<file path="src/rtl/itch_pkg.sv">
// Shared definitions for the ITCH message sequencer: message type codes,
// FSM state encoding, parser selection and the beat-count arithmetic.
package itch_pkg;

  localparam logic [7:0] TYPE_A = 8'h41;
  localparam logic [7:0] TYPE_F = 8'h46;
  localparam logic [7:0] TYPE_E = 8'h45;
  localparam logic [7:0] TYPE_C = 8'h43;
  localparam logic [7:0] TYPE_D = 8'h44;

  typedef enum logic [2:0] {
    ST_IDLE,
    ST_HEADER,
    ST_WAIT_PARSER,
    ST_STREAM,
    ST_DRAIN
  } state_e;

  // Values double as bit positions in parserBusy/parserStart ({D,C,E,F,A}).
  typedef enum logic [2:0] {
    PARSER_A = 3'd0,
    PARSER_F = 3'd1,
    PARSER_E = 3'd2,
    PARSER_C = 3'd3,
    PARSER_D = 3'd4
  } parser_e;

  typedef struct packed {
    logic    known;
    parser_e parser;
  } type_decode_t;

  function automatic type_decode_t decode_type(input logic [7:0] code);
    type_decode_t d;
    d.known  = 1'b1;
    d.parser = PARSER_A;
    case (code)
      TYPE_A:  d.parser = PARSER_A;
      TYPE_F:  d.parser = PARSER_F;
      TYPE_E:  d.parser = PARSER_E;
      TYPE_C:  d.parser = PARSER_C;
      TYPE_D:  d.parser = PARSER_D;
      default: d.known  = 1'b0;
    endcase
    return d;
  endfunction

  // ceil((len+2)/8) in 17 bits so len=16'hFFFF cannot wrap; len 0 still spans one beat.
  function automatic logic [16:0] beat_count(input logic [15:0] len);
    logic [16:0] beats;
    beats = ({1'b0, len} + 17'd9) >> 3;
    if (len == 16'd0) beats = 17'd1;
    return beats;
  endfunction

  function automatic logic [15:0] sat_inc(input logic [15:0] value);
    return (value == 16'hFFFF) ? value : value + 16'd1;
  endfunction

endpackage

</file>
<file path="src/rtl/itch_beat_counter.sv">
// Tracks the beat index within the current message and flags the final beat.
module itch_beat_counter (
  input  logic        clk,
  input  logic        rst,
  input  logic        load,
  input  logic        enable,
  input  logic [16:0] total_in,
  output logic        last
);

  logic [16:0] total;
  logic [16:0] index;

  // Load together with enable means the header beat has already been consumed.
  always_ff @(posedge clk) begin
    if (rst) begin
      total <= '0;
      index <= '0;
    end else if (load) begin
      total <= total_in;
      index <= enable ? 17'd1 : 17'd0;
    end else if (enable) begin
      index <= index + 17'd1;
    end
  end

  assign last = (index == total - 17'd1);

endmodule

</file>
<file path="src/rtl/itch_message_sequencer.sv">
// Routes ITCH messages from a 64-bit beat stream to one of five type-specific
// parsers, discarding unknown or zero-length messages and counting the drops.
module itch_message_sequencer
  import itch_pkg::*;
(
  input  logic        clk,
  input  logic        rst,
  input  logic [63:0] dataIn,
  input  logic        dataValid,
  output logic        dataReady,
  input  logic [4:0]  parserBusy,
  output logic [4:0]  parserStart,
  output logic [63:0] beatData,
  output logic        beatValid,
  output logic        beatLast,
  output logic [15:0] messageLength,
  output logic [15:0] dropCount
);

  state_e       state;
  parser_e      sel_parser;
  logic [63:0]  header_beat;
  logic         header_fwd;
  logic         xfer;
  logic         drop_header;
  logic         cnt_load;
  logic         cnt_enable;
  logic         cnt_last;
  type_decode_t hdr_decode;
  logic [16:0]  hdr_count;
  logic [4:0]   start_onehot;

  assign xfer         = dataValid && dataReady;
  assign hdr_decode   = decode_type(dataIn[23:16]);
  assign hdr_count    = beat_count(dataIn[15:0]);
  assign drop_header  = !hdr_decode.known || (dataIn[15:0] == 16'd0);
  assign start_onehot = 5'b00001 << sel_parser;

  assign cnt_load   = (state == ST_HEADER) && xfer;
  assign cnt_enable = (cnt_load && drop_header)
                    || ((state == ST_STREAM) && (header_fwd || xfer))
                    || ((state == ST_DRAIN) && xfer);

  itch_beat_counter u_beat_counter (
    .clk      (clk),
    .rst      (rst),
    .load     (cnt_load),
    .enable   (cnt_enable),
    .total_in (hdr_count),
    .last     (cnt_last)
  );

  // dataReady is registered alongside the state so it always matches the state it serves.
  always_ff @(posedge clk) begin
    if (rst) begin
      state         <= ST_IDLE;
      dataReady     <= 1'b0;
      parserStart   <= '0;
      beatValid     <= 1'b0;
      beatLast      <= 1'b0;
      beatData      <= '0;
      messageLength <= '0;
      dropCount     <= '0;
      header_beat   <= '0;
      sel_parser    <= PARSER_A;
      header_fwd    <= 1'b0;
    end else begin
      parserStart <= '0;
      beatValid   <= 1'b0;
      beatLast    <= 1'b0;
      case (state)
        ST_IDLE: begin
          state     <= ST_HEADER;
          dataReady <= 1'b1;
        end
        ST_HEADER: begin
          if (xfer) begin
            header_beat   <= dataIn;
            messageLength <= dataIn[15:0];
            sel_parser    <= hdr_decode.parser;
            if (!drop_header) begin
              state     <= ST_WAIT_PARSER;
              dataReady <= 1'b0;
            end else if (hdr_count == 17'd1) begin
              dropCount <= sat_inc(dropCount);
            end else begin
              state <= ST_DRAIN;
            end
          end
        end
        ST_WAIT_PARSER: begin
          if (!parserBusy[sel_parser]) begin
            parserStart <= start_onehot;
            header_fwd  <= 1'b1;
            state       <= ST_STREAM;
          end
        end
        ST_STREAM: begin
          // The held header goes out first while input is paused for one cycle.
          if (header_fwd) begin
            header_fwd <= 1'b0;
            beatValid  <= 1'b1;
            beatData   <= header_beat;
            beatLast   <= cnt_last;
            dataReady  <= 1'b1;
            if (cnt_last) state <= ST_HEADER;
          end else if (xfer) begin
            beatValid <= 1'b1;
            beatData  <= dataIn;
            beatLast  <= cnt_last;
            if (cnt_last) state <= ST_HEADER;
          end
        end
        ST_DRAIN: begin
          if (xfer && cnt_last) begin
            dropCount <= sat_inc(dropCount);
            state     <= ST_HEADER;
          end
        end
        default: begin
          state     <= ST_IDLE;
          dataReady <= 1'b0;
        end
      endcase
    end
  end

endmodule

</file>
<file path="config.mk">
export PLATFORM = sky130hd
export DESIGN_NAME = itch_message_sequencer
export DESIGN_NICKNAME = d
export VERILOG_FILES = /design/src/rtl/itch_pkg.sv /design/src/rtl/itch_beat_counter.sv /design/src/rtl/itch_message_sequencer.sv
export SDC_FILE = /design/constraint.sdc
export NUM_CORES = 1
export LEC_CHECK = 0
export ABC_CLOCK_PERIOD_IN_PS = 4300
export CORE_MARGIN = 1.5
export CORE_UTILIZATION = 52
export CTS_BUF_LIST = sky130_fd_sc_hd__clkbuf_16
export DETAILED_ROUTE_END_ITERATION = 10
export PLACE_DENSITY = 0.77
export SYNTH_ARGS = -nofsm -noshare
export SYNTH_HDL_FRONTEND = slang
export SYNTH_SLANG_ARGS = --single-unit
</file>
<file path="constraint.sdc">
create_clock -name clk -period 4.3 [get_ports clk]
set_clock_uncertainty 0.1 [all_clocks]
set_input_delay 0.43 -clock clk [delete_from_list [all_inputs] [get_ports clk]]
set_output_delay 0.43 -clock clk [all_outputs]
set_load 0.1 [all_outputs]
</file>
# After elaboration in Yosys (flattened, before gate mapping)
# Cells that the tools add are included.
dict set report word_totals {
  ff_bits 209
  inputBits 72
  output_inout_bits 104
  elab_cells 105
}
dict set report classes {
  n_addsub 4
  magnitude_cmp 1
  eq_ne 21
  shifts 1
  mux 35
  bitwise_logic 3
  reduce_logical 27
}
# op count
set ops {}
lappend ops {{64-bit two-way mux} 2}
lappend ops {{16-bit two-way mux} 5}
lappend ops {{8-bit by 7-bit == test with 1-bit output, second input constant} 5}
lappend ops {{17-bit two-way mux} 2}
lappend ops {{16-bit case mux with 2 select lines} 1}
lappend ops {{3-bit two-way mux} 8}
lappend ops {{16-bit by 4-bit adder with 17-bit output, second input constant} 1}
lappend ops {{17-bit by 1-bit adder with 17-bit output, second input constant} 1}
lappend ops {{17-bit by 1-bit == test with 1-bit output, second input constant} 1}
lappend ops {{17-bit == test} 1}
lappend ops {{17-bit by 1-bit subtractor with 17-bit output, second input constant} 1}
lappend ops {{16-bit by 1-bit adder with 16-bit output, second input constant} 1}
lappend ops {{16-bit == test, second input constant} 1}
lappend ops {{16-bit logical NOT} 1}
lappend ops {{3-bit case mux with 5 select lines} 1}
lappend ops {{14-bit two-way mux} 1}
lappend ops {{3-bit case mux with 4 select lines} 1}
lappend ops {{1-bit two-way mux} 11}
lappend ops {{2-bit inequality test, second input constant} 5}
lappend ops {{5-bit AND reduction} 2}
lappend ops {{2-bit nonzero test} 4}
lappend ops {{3-bit by 2-bit == test with 1-bit output, second input constant} 2}
lappend ops {{1-bit logical AND} 6}
lappend ops {{3-bit inequality test, second input constant} 2}
lappend ops {{17 further kinds} 26}

# Logic depth before layout (Yosys ltp)
dict set report logic_depth {
  depth_word 10
  depth_mapped 12
  mapped_depth_nobuf 11
}

# By module
# From an unflattened synthesis, not the netlist that was laid out.
dict set report hier_totals {
  cells_unflattened 1040
  area_unflattened_um2 8788.4
}
# module instances cells_per_inst area_per_inst_um2 seq_area_each_um2
set modules_own_cells {}
lappend modules_own_cells {itch_message_sequencer 1 812 6870.3 3183.1}
lappend modules_own_cells {itch_beat_counter 1 228 1918.1 680.7}

# Worst setup path after synthesis
# OpenSTA, ideal clock, no wires.
dict set report synth_path {
  path_kind {reg2reg}
  from {register u_beat_counter.total[2]}
  to {register dropCount[15]}
  setup_ns 0.123
  arrival_time_ns 3.229
  setup_slack_ns 0.848
  stages_incl_launch_ff 12
  cell_sequence {dfxtp_1 buf_6 or4_1 buf_2 or3_1 a2111oi_2 o2111ai_1 nor4_4 a21oi_2 nor3b_1 and4_1 mux2_1}
}
dict set report synth_between {
  elab_chain_len 5
}
# item line
set synth_rtl {}
lappend synth_rtl {{start: declaration} itch_beat_counter.sv:11} ;# logic [16:0] total;
lappend synth_rtl {{start signal: assignment} itch_beat_counter.sv:20} ;# total <= total_in;
lappend synth_rtl {{17-bit by 1-bit subtractor with 17-bit output} itch_beat_counter.sv:27} ;# assign last = (index == total - 17'd1);
lappend synth_rtl {{17-bit == test} itch_beat_counter.sv:27}
lappend synth_rtl {{1-bit logical AND} itch_message_sequencer.sv:115} ;# if (xfer && cnt_last) begin
lappend synth_rtl {{2-bit by 1-bit inequality test with 1-bit output (no line)} n/a}
lappend synth_rtl {{5-bit AND reduction (no line)} n/a}
lappend synth_rtl {{end signal: assignment} itch_message_sequencer.sv:85} ;# dropCount <= sat_inc(dropCount);
lappend synth_rtl {{end signal: assignment} itch_message_sequencer.sv:116} ;# dropCount <= sat_inc(dropCount);
lappend synth_rtl {{end: declaration} itch_message_sequencer.sv:17} ;# output logic [15:0] dropCount
# Every way passes these cells.
# A chain may end at the register's enable or synchronous reset.

# Worst setup path after layout
dict set report layout_path {
  from {register u_beat_counter.total[2]}
  to {register dropCount[4]}
}
# Same word-level chain as after synthesis.

==> results.json <==
{
  "syn_avg_cell_area_um2": 8.308,
  "startpoint_type": "flop",
  "cts_buffers": 17,
  "path_class": "flop to flop",
  "power_leakage_nw": 3.507,
  "drtPass1Iterations": 5,
  "cp_max_fo": 21,
  "min_period_ns": 3.856,
  "overflow": 0,
  "rrSetupSlack_ns": 0.44,
  "setup_viol_count_final": 0,
  "period_share_pct": 89.68,
  "die_w_um": 131.7,
  "wl_per_cell_um": 15.54,
  "rsz0062_at_grt": "no",
  "dpl.hpwl_mm": 14.50,
  "cts.sinks": 190,
  "viasPerCell": 5.526,
  "dieArea_um2": 17350,
  "finalPower_w": 0.004292,
  "insertion_delay_ns": 0.43,
  "synth_edf_count": 0,
  "diodes": 0,
  "drv_cap": 0,
  "power_density_nw_per_um2": 392.9,
  "clockRootBuffer": "clkbuf_16",
  "async_flop_share_pct": 0,
  "vias": 7615,
  "post-cts-setup-buffers": 0,
  "port_buffers": 175,
  "nFillCells": 1301,
  "grt_max_degree": 131,
  "ys.warnings.count": 0,
  "die_h_um": 131.7,
  "max_clock_freq_ghz": 0.2593,
  "cts-htree-levels": 4,
  "cp_data_required_time_ns": 4.55,
  "nets": 1224,
  "postCtsHoldBufs": 0,
  "cts_tree": "built",
  "ys_ff_latch": 190,
  "maxSlewHeadroom_pct": 27.36,
  "synthFlopType": "dfxtp_1",
  "fin_tns_setup_ns": 0,
  "start_util_pct": 53.65,
  "worst_slew_pin_slew_ns": 1.086,
  "ir_drop_mv": 0.2838,
  "yosysSeqAreaShare_pct": 44.15,
  "worstReg2RegEnd": "dropCount[4]",
  "finalHoldViolCount": 0,
  "worst_r2r_path_depth": 9,
  "core-area_um2": 16060,
  "drtAntennaViolNets": 0,
  "drv_slew": 0,
  "gp_congestion": 0.9221,
  "antenna_found_initial": 0,
  "arrival_ns": 4.11,
  "whs_path_depth": 2,
  "status": "completed",
  "final_layout_size_suffix_gt1_share_pct": 4.647,
  "min_to": "header_beat[32]",
  "synth_cells": 1037,
  "syn_area_um2": 8616,
  "clockBufferDepth": 2,
  "reg2reg_from": "u_beat_counter.total[2]",
  "drc": 0,
  "post_cts_resized": 0,
  "synth_nets": 1112,
  "worstHoldStart": "header_beat[32]",
  "path_clk_slew_ns": 0.07,
  "num_io_pins": 176,
  "grt_util_all_layers_pct": 24.52,
  "core.rowCount": 46,
  "endpoint_kind": "flop",
  "drt_iter0_markers": 481,
  "grt_pass1_vias": 6896,
  "routed_wl_mm": 21.42,
  "grt_pass1_wl_mm": 34.95,
  "hold_class": "flop to flop",
  "ys_types": 60,
  "area_growth_pct": 26.78
}
[final cells by class]
type	count	area, um2	share of cell area, %
well taps	216	270.3	2.474
repair buffers	186	1857	17.00
clock inverters	15	160.2	1.466
inverters	9	33.78	0.3093
clock buffers	17	425.4	3.895
flip-flops and latches	190	3807	34.86
multi-input cells	745	4369	40.00
[worst max path at each step]
stage,start,endpoint,slack [ns],depth (start not counted)
2_1_floorplan,u_beat_counter.total[2],dropCount[15],0.85,11
3_3_place_gp,u_beat_counter.total[2],dropCount[8],0.56,9
3_5_place_dp,dataIn[11],dropCount[12],0.47,9
4_1_cts,u_beat_counter.total[2],dropCount[4],0.46,9
5_1_grt,u_beat_counter.total[2],dropCount[4],0.22,9
6_report,u_beat_counter.total[2],dropCount[4],0.44,9
[Yosys cell counts (3+ instances only)]
cell        n  share of area [%]
a21oi_1    92                5.3
nand3_1    20                1.2
clkbuf_1   69                3.0
and3_1     12               0.87
nor3b_1     3               0.26
a211oi_1   75                6.5
and4_1      3               0.31
inv_1       9               0.39
buf_1       4               0.17
xnor2_1    23                2.3
ha_1        3               0.44
nand4_1    11               0.80
buf_4      17                1.5
nand3b_1    6               0.52
xor2_1     22                2.2
dfxtp_1   190                 44
nor2b_1     7               0.51
nor4_1     10               0.73
or4_1       4               0.35
or2_2       4               0.29
nand2_1   166                7.2
o21ai_1     6               0.35
o21ai_0    18                1.0
a31oi_1     3               0.22
nor3_1     13               0.76
and2_1      3               0.22
or3_1      12               0.87
mux2i_1    70                8.1
nor2_1    126                5.5
[layout by cell type, fill, tap and decap left out, types with 11 or more instances in the layout]
master,instances
xnor2_1,23
and3_1,12
dfxtp_1,189
nand2_1,165
clkdlybuf4s50_1,174
o21ai_0,18
nand3_1,20
mux2i_1,70
nor3_1,12
clkbuf_16,17
or3_1,12
a21oi_1,92
nand4_1,11
a211oi_1,74
xor2_1,22
nor2_1,126
[report_power, final]
group | internal [W] | leakage [nW] | switching (W)
Combinational | 0.000303 | 1.69 | 0.000501
Sequential | 0.00183 | 1.53 | 0.0000810
Clock | 0.000868 | 0.286 | 0.000710
Total | 0.00300 | 3.51 | 0.00129
[routing by layer]
metal / GRT usage [%] / up-vias / wire length, um
met4: 8.086 / 0 / 414
li1: - / 3822 / -
met3: 6.559 / 31 / 1309
met1: 31.40 / 3562 / 9601
met5: 0 / - / 0
met2: 40.18 / 200 / 10090
[cell families (layout without fill, tap and decap cells)]
group	count (synthesis)	after routing	share of synthesized area [%]
AND/OR/NAND/NOR	407	407	21.14
AO/OA/AOI/OAI	219	219	16.06
flip-flops	190	190	44.15
buffers and inverters	102	227	5.373
multiplexers	71	71	8.263
XOR/XNOR	45	45	4.574
adder cells (fa/ha/maj)	3	3	0.4357
[through the flow]
stage / utilization, % / hold slack (ns) / area [um2] / std cells / setup WS [ns]
floorplan: - / 0.3360 / 8616 / 1037 / 0.8475
global placement: 64.38 / 0.3406 / 10340 / 1346 / 0.5643
detailed placement: 64.38 / 0.3461 / 10340 / 1346 / 0.4678
CTS: 68.02 / 0.3559 / 10920 / 1378 / 0.4609
global route: 68.02 / 0.3713 / 10920 / 1378 / 0.2157
finish: 68.02 / 0.3539 / 10920 / 1378 / 0.4436
[worst max-delay path: stages (launching register included)]
cell	delay, ns
dfxtp_1	0.37
or4_1	0.68
or3_1	0.41
a2111oi_2	0.36
o2111ai_1	0.22
nor4_4	0.45
a21oi_2	0.15
or2_1	0.45
or3_1	0.44
a21oi_1	0.14
[state kept, by name (all words and copies together), names as in the netlist]
register / count
u_beat_counter.total: 14
u_beat_counter.index: 17
sel_parser: 3
beatValid: 1
beatLast: 1
dataReady: 1
header_fwd: 1
parserStart: 5
dropCount: 16
messageLength: 15
state: 3
beatData: 64
header_beat: 49
No activity file was read; power rests on OpenSTA's default activity.
